$ cat src/rtl/id_ctrl_pkg.sv
// rtl/id_ctrl_pkg.sv - shared types and opcode constants for the decode controller
package id_ctrl_pkg;

  localparam int XLEN_DEFAULT = 64;

  localparam logic [6:0] OP_LOAD   = 7'b0000011;
  localparam logic [6:0] OP_IMM    = 7'b0010011;
  localparam logic [6:0] OP_IMM32  = 7'b0011011;
  localparam logic [6:0] OP_JALR   = 7'b1100111;
  localparam logic [6:0] OP_SYSTEM = 7'b1110011;
  localparam logic [6:0] OP_FENCE  = 7'b0001111;
  localparam logic [6:0] OP_STORE  = 7'b0100011;
  localparam logic [6:0] OP_BRANCH = 7'b1100011;
  localparam logic [6:0] OP_LUI    = 7'b0110111;
  localparam logic [6:0] OP_AUIPC  = 7'b0010111;
  localparam logic [6:0] OP_JAL    = 7'b1101111;
  localparam logic [6:0] OP_OP     = 7'b0110011;
  localparam logic [6:0] OP_OP32   = 7'b0111011;

  typedef enum logic [2:0] {
    IMM_NONE = 3'd0,
    IMM_I    = 3'd1,
    IMM_S    = 3'd2,
    IMM_B    = 3'd3,
    IMM_U    = 3'd4,
    IMM_J    = 3'd5
  } imm_type_e;

  typedef enum logic [1:0] {
    ST_EMPTY = 2'd0,
    ST_ONE   = 2'd1,
    ST_FULL  = 2'd2
  } state_e;

  typedef struct packed {
    imm_type_e imm_type;
    logic      illegal;
  } decode_t;

endpackage

$ cat src/rtl/id_ctrl_imm_gen.sv
// rtl/id_ctrl_imm_gen.sv - sign-extended immediates for every instruction format
module id_ctrl_imm_gen
  import id_ctrl_pkg::*;
#(
  parameter int XLEN = XLEN_DEFAULT
) (
  input  logic [31:7]     inst,
  output logic [XLEN-1:0] imm_i,
  output logic [XLEN-1:0] imm_s,
  output logic [XLEN-1:0] imm_b,
  output logic [XLEN-1:0] imm_u,
  output logic [XLEN-1:0] imm_j
);

  assign imm_i = {{(XLEN-12){inst[31]}}, inst[31:20]};
  assign imm_s = {{(XLEN-12){inst[31]}}, inst[31:25], inst[11:7]};
  assign imm_b = {{(XLEN-13){inst[31]}}, inst[31], inst[7], inst[30:25], inst[11:8], 1'b0};
  assign imm_u = {{(XLEN-32){inst[31]}}, inst[31:12], 12'b0};
  assign imm_j = {{(XLEN-21){inst[31]}}, inst[31], inst[19:12], inst[20], inst[30:21], 1'b0};

endmodule

$ cat src/rtl/id_ctrl.sv
// rtl/id_ctrl.sv - decode-stage controller with immediate select and 2-entry skid buffer
module id_ctrl
  import id_ctrl_pkg::*;
#(
  parameter int XLEN  = XLEN_DEFAULT,
  parameter int CNT_W = 32
) (
  input  logic             clk,
  input  logic             rst,
  input  logic             flush,
  input  logic             if_valid,
  output logic             if_ready,
  input  logic [31:0]      if_inst,
  input  logic [XLEN-1:0]  if_pc,
  output logic             ex_valid,
  input  logic             ex_ready,
  output logic [31:0]      ex_inst,
  output logic [XLEN-1:0]  ex_pc,
  output logic [XLEN-1:0]  ex_imm,
  output logic [2:0]       ex_imm_type,
  output logic             ex_illegal,
  output logic [CNT_W-1:0] stall_cnt
);

  function automatic decode_t classify(input logic [31:0] inst);
    decode_t d;
    d.imm_type = IMM_NONE;
    d.illegal  = 1'b0;
    if (inst[1:0] != 2'b11) begin
      d.illegal = 1'b1;
    end else begin
      case (inst[6:0])
        OP_LOAD, OP_IMM, OP_IMM32, OP_JALR, OP_SYSTEM, OP_FENCE: d.imm_type = IMM_I;
        OP_STORE:                                                d.imm_type = IMM_S;
        OP_BRANCH:                                               d.imm_type = IMM_B;
        OP_LUI, OP_AUIPC:                                        d.imm_type = IMM_U;
        OP_JAL:                                                  d.imm_type = IMM_J;
        OP_OP, OP_OP32:                                          d.imm_type = IMM_NONE;
        default:                                                 d.illegal  = 1'b1;
      endcase
    end
    return d;
  endfunction

  logic [XLEN-1:0] imm_i, imm_s, imm_b, imm_u, imm_j;

  id_ctrl_imm_gen #(.XLEN(XLEN)) u_imm_gen (
    .inst  (if_inst[31:7]),
    .imm_i (imm_i),
    .imm_s (imm_s),
    .imm_b (imm_b),
    .imm_u (imm_u),
    .imm_j (imm_j)
  );

  decode_t         dec;
  logic [XLEN-1:0] in_imm;

  assign dec = classify(if_inst);

  always_comb begin
    in_imm = '0;
    case (dec.imm_type)
      IMM_I:   in_imm = imm_i;
      IMM_S:   in_imm = imm_s;
      IMM_B:   in_imm = imm_b;
      IMM_U:   in_imm = imm_u;
      IMM_J:   in_imm = imm_j;
      default: in_imm = '0;
    endcase
  end

  state_e          state;
  logic [31:0]     skid_inst;
  logic [XLEN-1:0] skid_pc;
  logic [XLEN-1:0] skid_imm;
  logic [2:0]      skid_imm_type;
  logic            skid_illegal;

  logic push, pop;
  assign push = if_valid & if_ready;
  assign pop  = ex_valid & ex_ready;

  always_ff @(posedge clk) begin
    if (rst) begin
      state         <= ST_EMPTY;
      if_ready      <= 1'b1;
      ex_valid      <= 1'b0;
      ex_inst       <= '0;
      ex_pc         <= '0;
      ex_imm        <= '0;
      ex_imm_type   <= '0;
      ex_illegal    <= 1'b0;
      skid_inst     <= '0;
      skid_pc       <= '0;
      skid_imm      <= '0;
      skid_imm_type <= '0;
      skid_illegal  <= 1'b0;
      stall_cnt     <= '0;
    end else begin
      // Performance counter survives flush so debug can see stalls across redirects.
      if (ex_valid && !ex_ready && stall_cnt != '1)
        stall_cnt <= stall_cnt + CNT_W'(1);

      if (flush) begin
        state    <= ST_EMPTY;
        ex_valid <= 1'b0;
        if_ready <= 1'b1;
      end else begin
        case (state)
          ST_EMPTY: begin
            if (push) begin
              state       <= ST_ONE;
              ex_valid    <= 1'b1;
              ex_inst     <= if_inst;
              ex_pc       <= if_pc;
              ex_imm      <= in_imm;
              ex_imm_type <= dec.imm_type;
              ex_illegal  <= dec.illegal;
            end
            if_ready <= 1'b1;
          end
          ST_ONE: begin
            if (push && !pop) begin
              state         <= ST_FULL;
              skid_inst     <= if_inst;
              skid_pc       <= if_pc;
              skid_imm      <= in_imm;
              skid_imm_type <= dec.imm_type;
              skid_illegal  <= dec.illegal;
              if_ready      <= 1'b0;
            end else if (push && pop) begin
              ex_inst     <= if_inst;
              ex_pc       <= if_pc;
              ex_imm      <= in_imm;
              ex_imm_type <= dec.imm_type;
              ex_illegal  <= dec.illegal;
              if_ready    <= 1'b1;
            end else if (pop) begin
              state    <= ST_EMPTY;
              ex_valid <= 1'b0;
              if_ready <= 1'b1;
            end else begin
              if_ready <= 1'b1;
            end
          end
          ST_FULL: begin
            // if_ready is low here, so no push can arrive while the skid is occupied.
            if (pop) begin
              state       <= ST_ONE;
              ex_inst     <= skid_inst;
              ex_pc       <= skid_pc;
              ex_imm      <= skid_imm;
              ex_imm_type <= skid_imm_type;
              ex_illegal  <= skid_illegal;
              if_ready    <= 1'b1;
            end else begin
              if_ready <= 1'b0;
            end
          end
          default: begin
            state    <= ST_EMPTY;
            ex_valid <= 1'b0;
            if_ready <= 1'b1;
          end
        endcase
      end
    end
  end

endmodule

$ cat config.mk
export PLATFORM = sky130hd
export DESIGN_NAME = id_ctrl
export DESIGN_NICKNAME = d
export VERILOG_FILES = /design/src/rtl/id_ctrl_pkg.sv /design/src/rtl/id_ctrl_imm_gen.sv /design/src/rtl/id_ctrl.sv
export SDC_FILE = /design/constraint.sdc
export NUM_CORES = 1
export LEC_CHECK = 0
export CAP_MARGIN = 20
export CORE_MARGIN = 1.5
export CORE_UTILIZATION = 24
export DETAILED_ROUTE_END_ITERATION = 6
export REMOVE_ABC_BUFFERS = 1
export SLEW_MARGIN = 20
export SYNTH_ARGS = -nofsm -noshare
export SYNTH_HDL_FRONTEND = slang
export SYNTH_SLANG_ARGS = --single-unit
$ cat constraint.sdc
create_clock -name clk -period 6.2 [get_ports clk]
set_clock_uncertainty 0.05 [all_clocks]
set_input_delay 0.62 -clock clk [delete_from_list [all_inputs] [get_ports clk]]
set_output_delay 0.62 -clock clk [all_outputs]
set_load 0.01 [all_outputs]
==> results by group <==
Status
  • Result of the run: completed

Global route
  • GR Util met3: 4.33%
  • Pin count of the biggest net entering global routing: 145
  • Total Routing Usage GR: 13.6%
  • Overflow left after global routing: 0
  • Most heavily used metal layer in global routing: met2
  • M1 GR Usage: 17.1%
  • Met2 track demand over resource: 22.3%
  • Initial antenna violation count: 1
  • Global-route wire length before repair: 61500 um
  • Vias in the first global route: 11100

Drt
  • Vias post-DR: 11700
  • DRC violations left: 0
  • Average wire per cell in the routed design: 16.1 um
  • Drt total wl: 39200 um
  • Number of violations reported at the end of detailed-routing iteration 0: 573
  • Post-detailed-route count of antenna-violating nets: 0
  • Via count normalized by instance count: 4.82
  • Pre-antenna DRT Iters: 5

CTS
  • Count of instances resized after the clock tree is built: 0
  • CTS clk-pin slew, worst paths: 0.06 ns
  • TritonCTS clock tree: yes
  • Total setup buffers inserted after CTS: 0
  • Cell at the root of the clock tree: clkbuf_16
  • Number of clock buffers inserted by TritonCTS: 37
  • Worst-Skew Late Latency: 0.53 ns
  • Post-CTS Hold Buffers: 0
  • Maximum number of buffers from clock root to sink: 3
  • Sinks on Clock Net: 300
  • H-Tree Level Count: 2

Logic synthesis
  • Leading cell types by total area after synthesis: dfxtp_1, mux2i_1, nand2_1
  • Sequential fraction of the synthesis area: 45.9%
  • Top cell type by total area after synthesis: dfxtp_1
  • Mean post-synth cell area: 8.53 sq um
  • Synth cell types: 65
  • Mux contribution to synthesized area: 7.50%
  • Yosys Warn Count: 0
  • Most frequently used flop master after synthesis: dfxtp_1
  • Simple-gate share of the synthesized area: 18.5%
  • Main combinational cell family by area after synthesis: compound AO/OA/AOI/OAI gates
  • Synthesized instance count: 1534
  • Xor-xnor portion of the synthesized cell area: 0.602%
  • Number of register bits inferred by synthesis: 300
  • Async set or reset register ratio after synthesis: 0%
  • Count of flip-flops with a built-in enable after synthesis: 0
  • Share of the synthesized area in the top cell type: 45.9%
  • Leading cell type by number of instances after synthesis: dfxtp_1
  • List of most frequent post-synthesis cells: dfxtp_1, nand2_1, nor2_1
  • Post-synthesis cell area: 13100 sq um
  • Fraction of the mapped netlist area in compound gates: 20.4%
  • Share of synthesized cell area in full adder, half adder and majority cells: 0.478%

Placement
  • Pre-CTS setup slack: 1.89 ns
  • Number of port buffers: 298
  • Placer's final routability congestion estimate: 0.813
  • Detail Placement HPWL: 25100 um

Die
  • DIE HEIGHT: 237 um
  • Number of top-level pins: 299
  • Placeable Area: 53800 sq um
  • Starting density of the core: 24.3%
  • Die Outline Area: 55900 sq um
  • # rows: 85
  • Horizontal extent of the die: 237 um

Flow run
  • Max-Cap Viols: 0

STA
  • Final worst-path cycle share: 61.9%
  • Slew Viols, Final: 0
  • Minimum clock period: 3.84 ns
  • Worst setup slack after layout: 2.36 ns
  • Max Freq: 260 MHz
  • Final Hold Fails: 0
  • Final number of setup-violating endpoints: 0
  • Setup TNS: 0 ns
  • Worst Max-Slew Pin Slew: 1.04 ns
  • Slew headroom: 30.9%
  • RSZ-0062 raised after global routing: false

Power
  • Sequential share of power: 43.0%
  • Sw frac: 25.2%
  • Leakage dissipation: 5.48 nW
  • Combinational Power Share: 12.4%
  • Maximum vdd ir drop: 0.142 mV
  • Sw power: 1.21 mW
  • Design internal power: 3.59 mW
  • Total power per unit cell area: 275 nW/um^2
  • Part of the total power dissipated in the clock network: 44.6%

Cells and area
  • Fraction of final layout cells sized beyond drive strength 1: 5.01%
  • Net count reported at finish: 1815
  • Area Growth Syn to Fin: 33.4%
  • Diodes inserted: 0

Critical path
  • Max Fanout on Critical Path: 58
  • Worst Path Class, Setup: flip-flop to flip-flop
  • Crit path arrival time: 4.15 ns
  • Kind of launch point of the worst setup path: flip-flop
  • Crit path capture type: flip-flop
  • FF-to-FF path depth: 6
  • Data required time at the worst endpoint: 6.51 ns

Hold path
  • Path type of the worst min-delay path: flip-flop to flip-flop
  • Hold-critical path depth: 2
path summary, 6_finish.rpt:
| check | slack, ns | start | end |
|---|---|---|---|
| worst min-delay path | 0.40 | skid_pc[27]$_SDFFE_PP0P_ | skid_pc[27]$_SDFFE_PP0P_ |
| worst max register to register | 2.36 | state[0]$_SDFFE_PP0P_ | ex_imm[29]$_SDFFE_PP0P_ |
| worst min register to register | 0.40 | skid_pc[27]$_SDFFE_PP0P_ | skid_pc[27]$_SDFFE_PP0P_ |
| worst max-delay path | 2.36 | state[0]$_SDFFE_PP0P_ | ex_imm[29]$_SDFFE_PP0P_ |
power by group through the flow:
stage	Sequential, mW	Clock, mW	Combinational, mW
2_1_floorplan	2.14	0	0.215
3_3_place_gp	2.10	0	0.593
3_5_place_dp	2.10	0	0.601
4_1_cts	2.06	2.22	0.604
5_1_grt	2.07	2.30	0.650
6_report	2.06	2.14	0.596
through the flow:
| step | std cells | utilization, % | total power, mW | area (sq um) | hold slack [ns] |
|---|---|---|---|---|---|
| 2_1_floorplan | 1362 | - | 2.35 | 12200 | 0.376 |
| 3_5_place_dp | 2366 | 30.2 | 2.70 | 16300 | 0.396 |
| 3_3_place_gp | 2366 | 30.2 | 2.69 | 16300 | 0.389 |
| 5_1_grt | 2431 | 32.4 | 5.02 | 17500 | 0.418 |
| 6_report | 2431 | 32.4 | 4.79 | 17500 | 0.402 |
| 4_1_cts | 2431 | 32.4 | 4.89 | 17500 | 0.404 |
area by class of cell:
| type | instances | area [sq um] |
|---|---|---|
| Inverter | 5 | 18.8 |
| Fill cell | 5526 | 36400 |
| Sequential cell | 300 | 6010 |
| Tap cell | 696 | 871 |
| Clock inverter | 16 | 165 |
| Timing Repair Buffer | 308 | 3090 |
| Multi-Input combinational cell | 1057 | 6280 |
| Clock buffer | 49 | 1020 |
cell usage in the layout (no fill, tap or decap), types with 6 or more instances in the layout:
cell type	synthesis	layout
a31oi_1	6	6
a211oi_1	112	112
a21oi_1	153	152
clkdlybuf4s50_1	0	297
dfxtp_1	300	300
nand3b_1	7	7
clkinv_2	0	10
nor3_1	8	6
clkbuf_16	0	37
mux2i_1	98	98
nand3_1	19	19
o21ai_0	45	45
o31ai_1	6	6
clkbuf_1	92	7
nand4b_1	20	20
buf_4	41	8
nand4_1	14	14
and3_1	13	13
nand2_1	246	246
or3_1	22	22
o2111ai_1	10	10
nor2_1	157	156
a311oi_1	43	43
registers in the layout (all words and copies together) (netlist names), 2 cells and up:
| signal | flops |
|---|---|
| ex_pc | 64 |
| ex_imm | 32 |
| skid_pc | 64 |
| state | 2 |
| skid_imm_type | 3 |
| skid_inst | 32 |
| stall_cnt | 32 |
| ex_inst | 32 |
| skid_imm | 32 |
| ex_imm_type | 3 |
critical path, stage by stage, from the launching register on:
cell and delay (ns):
dfxtp_1 0.38, inv_1 0.10, ha_4 0.45, a221oi_4 0.75, nand2_1 0.72, nor2_2 0.99
a311oi_1 0.21
metal layers:
metal / vias up / share of wire, %
met5: - / 0.033
met4: 2 / 2.3
met3: 54 / 7.3
met2: 289 / 46
met1: 5568 / 44
li1: 5813 / -
cell families (layout without fill, tap and decap cells):
| logic type | count (synthesis) | after routing |
|---|---|---|
| xor gates and xnor gates | 9 | 9 |
| and+or+nand+nor | 536 | 536 |
| muxes | 98 | 98 |
| AOI/OAI and AO/OA | 409 | 409 |
| adders and majority gates | 5 | 5 |
| DFF | 300 | 300 |
| buffers and inverters | 177 | 378 |
(Power assumes the default switching activity.)
